$ cat src/rtl/i2c_arbiter.sv
// ============================================================================
// Module      : i2c_arbiter
// Description : Two-requester round-robin front end for a single I2C master,
//               with transaction field latching, completion and timeout abort.
// Revision    : 1.0 - initial release
// ============================================================================
`default_nettype none

module i2c_arbiter #(
  parameter int TIMEOUT = 1023
) (
  input  logic       clock_freq,
  input  logic       reset,
  input  logic [1:0] req,
  input  logic       rw_0,
  input  logic       rw_1,
  input  logic [6:0] dev_id_0,
  input  logic [6:0] dev_id_1,
  input  logic [7:0] addr_0,
  input  logic [7:0] addr_1,
  input  logic [7:0] wdata_0,
  input  logic [7:0] wdata_1,
  output logic [1:0] grant,
  output logic [1:0] done,
  output logic [7:0] rdata,
  output logic       err,
  output logic       timeout,
  output logic       m_start,
  output logic [6:0] m_dev_id,
  output logic [7:0] m_addr,
  output logic [7:0] m_data,
  output logic       m_rw,
  output logic       m_abort,
  input  logic       m_done,
  input  logic       m_nack,
  input  logic [7:0] m_rdata
);

  localparam int            CW       = (TIMEOUT < 2) ? 1 : $clog2(TIMEOUT + 1);
  localparam logic [CW-1:0] CNT_LAST = CW'(TIMEOUT - 1);

  localparam logic [1:0] ST_IDLE  = 2'd0;
  localparam logic [1:0] ST_ISSUE = 2'd1;
  localparam logic [1:0] ST_WAIT  = 2'd2;
  localparam logic [1:0] ST_DONE  = 2'd3;

  logic [1:0]    state_q, state_d;
  logic          last_q, last_d;
  logic [CW-1:0] cnt_q, cnt_d;
  logic          err_q, err_d;
  logic          to_q, to_d;
  logic [7:0]    rdata_q, rdata_d;
  logic [6:0]    dev_q, dev_d;
  logic [7:0]    addr_q, addr_d;
  logic [7:0]    data_q, data_d;
  logic          rw_q, rw_d;
  logic          w_win;
  logic          w_limit;

  // last_q doubles as the current owner once a transaction has been issued
  always_comb begin
    w_win = ~last_q;
    case (req)
      2'b01:   w_win = 1'b0;
      2'b10:   w_win = 1'b1;
      default: w_win = ~last_q;
    endcase
  end

  assign w_limit = (cnt_q == CNT_LAST);

  always_ff @(posedge clock_freq) begin
    if (reset) begin
      state_q <= ST_IDLE;
      last_q  <= 1'b1;
      cnt_q   <= '0;
      err_q   <= 1'b0;
      to_q    <= 1'b0;
      rdata_q <= 8'h00;
      dev_q   <= 7'h00;
      addr_q  <= 8'h00;
      data_q  <= 8'h00;
      rw_q    <= 1'b0;
    end else begin
      state_q <= state_d;
      last_q  <= last_d;
      cnt_q   <= cnt_d;
      err_q   <= err_d;
      to_q    <= to_d;
      rdata_q <= rdata_d;
      dev_q   <= dev_d;
      addr_q  <= addr_d;
      data_q  <= data_d;
      rw_q    <= rw_d;
    end
  end

  always_comb begin
    state_d = state_q;
    last_d  = last_q;
    cnt_d   = cnt_q;
    err_d   = err_q;
    to_d    = to_q;
    rdata_d = rdata_q;
    dev_d   = dev_q;
    addr_d  = addr_q;
    data_d  = data_q;
    rw_d    = rw_q;
    case (state_q)
      ST_IDLE: begin
        if (req != 2'b00) begin
          state_d = ST_ISSUE;
          last_d  = w_win;
          if (w_win) begin
            rw_d = rw_1; dev_d = dev_id_1; addr_d = addr_1; data_d = wdata_1;
          end else begin
            rw_d = rw_0; dev_d = dev_id_0; addr_d = addr_0; data_d = wdata_0;
          end
        end
      end
      ST_ISSUE: begin
        cnt_d   = '0;
        state_d = ST_WAIT;
      end
      ST_WAIT: begin
        cnt_d = cnt_q + CW'(1);
        // a completion in the limit cycle takes precedence over the abort
        if (m_done) begin
          state_d = ST_DONE;
          err_d   = m_nack;
          to_d    = 1'b0;
          if (rw_q) rdata_d = m_rdata;
        end else if (w_limit) begin
          state_d = ST_DONE;
          err_d   = 1'b1;
          to_d    = 1'b1;
        end
      end
      ST_DONE: state_d = ST_IDLE;
      default: state_d = ST_IDLE;
    endcase
  end

  always_comb begin
    grant   = 2'b00;
    done    = 2'b00;
    m_start = 1'b0;
    m_abort = 1'b0;
    err     = 1'b0;
    timeout = 1'b0;
    case (state_q)
      ST_ISSUE: begin
        grant[last_q] = 1'b1;
        m_start       = 1'b1;
      end
      ST_WAIT: begin
        grant[last_q] = 1'b1;
        m_abort       = ~m_done & w_limit & ~reset;
      end
      ST_DONE: begin
        grant[last_q] = 1'b1;
        done[last_q]  = 1'b1;
        err           = err_q;
        timeout       = to_q;
      end
      default: ;
    endcase
  end

  assign rdata    = rdata_q;
  assign m_dev_id = dev_q;
  assign m_addr   = addr_q;
  assign m_data   = data_q;
  assign m_rw     = rw_q;

endmodule

`default_nettype wire

$ cat config.mk
export PLATFORM = sky130hd
export DESIGN_NAME = i2c_arbiter
export DESIGN_NICKNAME = d
export VERILOG_FILES = /design/src/rtl/i2c_arbiter.sv
export SDC_FILE = /design/constraint.sdc
export NUM_CORES = 1
export LEC_CHECK = 0
export CAP_MARGIN = 20
export CORE_ASPECT_RATIO = 1.1
export CORE_UTILIZATION = 43
export CTS_CLUSTER_DIAMETER = 40
export DETAILED_ROUTE_END_ITERATION = 7
export DONT_BUFFER_PORTS = 1
export PLACE_DENSITY = 0.59
export SLEW_MARGIN = 0
export SYNTH_ARGS = -nofsm -noshare
export SYNTH_HDL_FRONTEND = slang
export SYNTH_SLANG_ARGS = --single-unit
$ cat constraint.sdc
create_clock -name clock_freq -period 4.6 [get_ports clock_freq]
set_input_delay 0.92 -clock clock_freq [delete_from_list [all_inputs] [get_ports clock_freq]]
set_output_delay 0.92 -clock clock_freq [all_outputs]
set_load 0.01 [all_outputs]
After elaboration in Yosys (flattened, before gate mapping)
Index checks and enable logic that the tools add are counted.

word-level totals
  flip-flop bits (word level) = 47
  input port bits = 62
  output and inout bits = 40
  word-level logic and storage cells = 57

operators by class
  $add $sub $neg = 1
  magnitude comparators = 2
  eq/ne operators = 8
  mux-type cells = 21
  bitwise gates (word level) = 5
  reduce and logical (&&, ||, !) cells = 10

operator list
  operator                                                                      number
  10-bit one-hot mux with 2 select lines                                        1
  8-bit 2-to-1 mux                                                              2
  10-bit by 1-bit adder with 10-bit output, second input constant               1
  10-bit == test, second input constant                                         1
  2-bit 2-to-1 mux                                                              5
  1-bit 2-to-1 mux                                                              9
  2-bit one-hot mux with 4 select lines                                         1
  7-bit 2-to-1 mux                                                              1
  2-bit == test, second input constant                                          3
  2-bit AND reduction                                                           3
  2-bit nonzero test                                                            3
  2-bit by 1-bit == test with 1-bit output, second input constant               2
  3-bit != test, second input constant                                          1
  1-bit NOT                                                                     3
  3-bit AND reduction                                                           1
  3-bit OR reduction                                                            1
  1-bit AND                                                                     2
  2-bit zero test                                                               1
  1-bit by 2-bit less-than comparator with 1-bit output, second input constant  1
  2-bit != test, second input constant                                          1
  1-bit one-hot mux with 2 select lines                                         1
  1-bit demux with 1-bit select                                                 1
  1-bit greater-or-equal comparator, second input constant                      1
  1-bit logical AND                                                             1

Depth between registers and ports, before layout
  word-level depth = 5
  depth in mapped cells = 7
  gate-level depth less buffers = 5

Least setup slack after synthesis
OpenSTA, ideal clock, no wires.

  path type = input to output
  start point = input port reset
  end point = output port m_abort
  arrival time = 1.445 ns
  required time = 3.680 ns
  slack = 2.235 ns
  cell stages on the path = 3
  path buffers = 1
  cell sequence = inv_1 clkbuf_1 and3_1

on the way
  cells in the longest elaborated chain, start to end = 3

RTL lines
  element           RTL line  RTL
  start, declared   13        input logic reset,
  1-bit NOT         158       m_abort = ~m_done & w_limit & ~reset;
  1-bit AND         158
  1-bit 2-to-1 mux  151       case (state_q)
  end, declared     33        output logic m_abort,

Every way passes these cells.

Worst setup path after layout
Ends and elaborated chain as after synthesis.

==> results_dict.tcl <==
set metrics [dict create \
    outcome "finished, violations left" \
    failed_checks "design-rule violations" \
    first_pass_iters 7 \
    io_pins 102 \
    syn_avg_cell_area_um2 8.49 \
    grt-ovfl-total 0 \
    syn_nets 336 \
    setup.worst_path.start_class "input port" \
    clock-root-buffer "clkbuf_8" \
    cts_tree "yes" \
    drc 1 \
    antenna_left 0 \
    die_area_mm2 0.00553 \
    max_cap_viol_count 0 \
    slew_viol_final 0 \
    ys_seq_elements 47 \
    grt_max_degree 51 \
    fin_crit_sh_pct 60.1 \
    p_leak_uw 0.000913 \
    grt_usage_pct 18.6 \
    slowest_delay_ps 580 \
    setup_ws_ps 1830 \
    cellPowerDensity_mw_per_mm2 530 \
    ys_warn_count 0 \
    finalHoldViolCount 0 \
    period_minus_slack_ps 2770 \
    path_class "in -> out" \
    wl_per_cell_um 16.4 \
    synth_common_cells "o21ai_0 (51), dfxtp_1 (47), nand3_1 (30), a31oi_1 (24), nor2_1 (15)" \
    ys_seq_area_share_pct 41.8 \
    cp_cell_sequence "inv_1 > and3_1" \
    vias_per_cell 5.98 \
    diodes 0 \
    clk_pin_slew_ps 80 \
    mappedNetlistArea_mm2 0.00225 \
    drt_iter0_drc 82 \
    synthTopCellsByArea "dfxtp_1 (42%), o21ai_0 (11%), a31oi_1 (6.7%), nand3_1 (6.7%), ha_1 (5.0%)" \
    critPathCaptureType "output pin" \
    clock_sinks 47 \
    core_area_mm2 0.00503 \
    cp_max_fo 32 \
    regArea_um2 941 \
    fillerInstances 493 \
    hold_path.class "reg -> reg" \
    layout-area-overhead-vs-synth_pct 4.34 \
    synth_edf_count 0 \
    nNetsFinal 324 \
    cts_post_setup_buffers_inserted 0 \
    cts_repair_resize_count 0 \
    fmax_ghz 0.362 \
    synth_cell_type_count 40 \
    rsz0062_at_grt "no" \
    multi_input_area_mm2 0.00119 \
    highest_layer "met4" \
    rows 27 \
    crit_family "buffers and inverters" \
    numCtsBuffers 5 \
    io_buffers 0 \
    worstPathArrival_ps 1850 \
    final-setup-viol-count 0 \
    vias 1866 \
    finalSetupTns_ps 0 \
    crit_slowest_cell "inv_1" \
    gp_congestion 0.752 \
    wl_met3_um 371 \
    synth_top_area_cell "dfxtp_1" \
    yosysTopAreaCellShare_pct 41.8 \
    grt_pass1_wl_um 8100 \
    ir_drop_uv 244 \
    timing.slew.headroom_pct 45.3 \
    skew_ps 4.60 \
    drive_above_1_share_pct 7.87 \
    dpl-instance-area_mm2 0.00225 \
    wl_met1_um 2140 \
    wl_um 5110 \
    antenna_found_initial 0 \
    grt_pass1_vias 1775 \
    synthMostInstantiatedCell "o21ai_0" \
    cp_num_buf_inv 1 \
    hpwlAfterDp_um 3450 \
    pre_cts_slack_ps 1810 \
    clk_path_buf_depth 2 \
    netlist_instances 265 \
    ys.flop_type "dfxtp_1" \
    wl_met2_um 2480 \
    htreeDepth 2 \
    worst_pin_slew_ps 820 \
    total_power_uw 1240 \
    crit_required_ps 3680 \
    die_h_um 77.9 \
    die_w_um 71.0 \
    clock_latency_ps 300 \
    cts_hold_buf 0 \
    ys_async_sr_fraction_pct 0 \
    final_area_mm2 0.00235 \
    hold_ws_ps 479 \
    start_util_pct 44.7 \
]
area by class of cell:
class	count	share of cell area (%)
Sequential cell	47	40.1
Timing Repair Buffer	2	0.639
Multi-Input combinational cell	189	50.7
Clock buffer	8	4.26
Inverter	8	1.28
Tap cell	58	3.09
report_power, final:
group / internal (uW) / total [uW] / switching (uW)
Combinational: 129 / 363 / 235
Clock: 137 / 273 / 136
Sequential: 502 / 608 / 106
Total: 768 / 1240 / 477
cell usage in the layout (no fill, tap or decap), types with 3 or more instances in the layout:
cell type,count
nand2_1,6
nor2b_1,3
dfxtp_1,47
o31ai_1,4
xor2_1,3
nor2_1,15
a31oi_1,24
clkbuf_8,7
a21oi_1,5
o21ai_0,51
or4_1,3
nand3_1,30
ha_1,9
mux2i_1,8
inv_1,8
and2_1,5
path summary, 6_finish.rpt:
path	slack, ps	end	cells after the start	startpoint
min	480	to_q	1	to_q
max	1830	m_abort	2	reset
max reg2reg	2750	cnt_q[3]	5	state_q[0]
min reg2reg	480	to_q	1	to_q
kinds of logic after synthesis:
kind of cell / Yosys count / synth area share [%]
DFF: 47 / 41.8
buffers and inverters: 29 / 5.45
and+or+nand+nor: 75 / 18.3
xor gates and xnor gates: 3 / 1.17
AOI/OAI and AO/OA: 93 / 24.2
muxes: 9 / 4.06
adders and majority gates: 9 / 5.00
routing by layer:
metal | up-vias | track usage (%)
met5 | - | 0
met4 | 0 | 9.20
met3 | 10 | 5.71
met2 | 63 | 31.6
met1 | 850 | 20.8
li1 | 943 | -
flip-flops by register name, summed over array words and instances (netlist names):
| register | cells |
|---|---|
| last_q | 1 |
| state_q | 2 |
| m_data | 8 |
| m_dev_id | 7 |
| to_q | 1 |
| m_addr | 8 |
| cnt_q | 10 |
| m_rw | 1 |
| rdata | 8 |
| err_q | 1 |
metrics by stage:
stage / std cells / util, %
finish: 312 / 46.7
global route: 312 / 46.7
floorplan: 265 / -
global placement: 304 / 44.7
detailed placement: 304 / 44.7
CTS: 312 / 46.7
worst register-to-register path: stages (launching register included):
cell and delay (ps):
dfxtp_1 410, inv_1 130, ha_1 470, inv_1 90
o21ai_1 520, nor2_1 110
No activity file was read; power rests on OpenSTA's default activity.
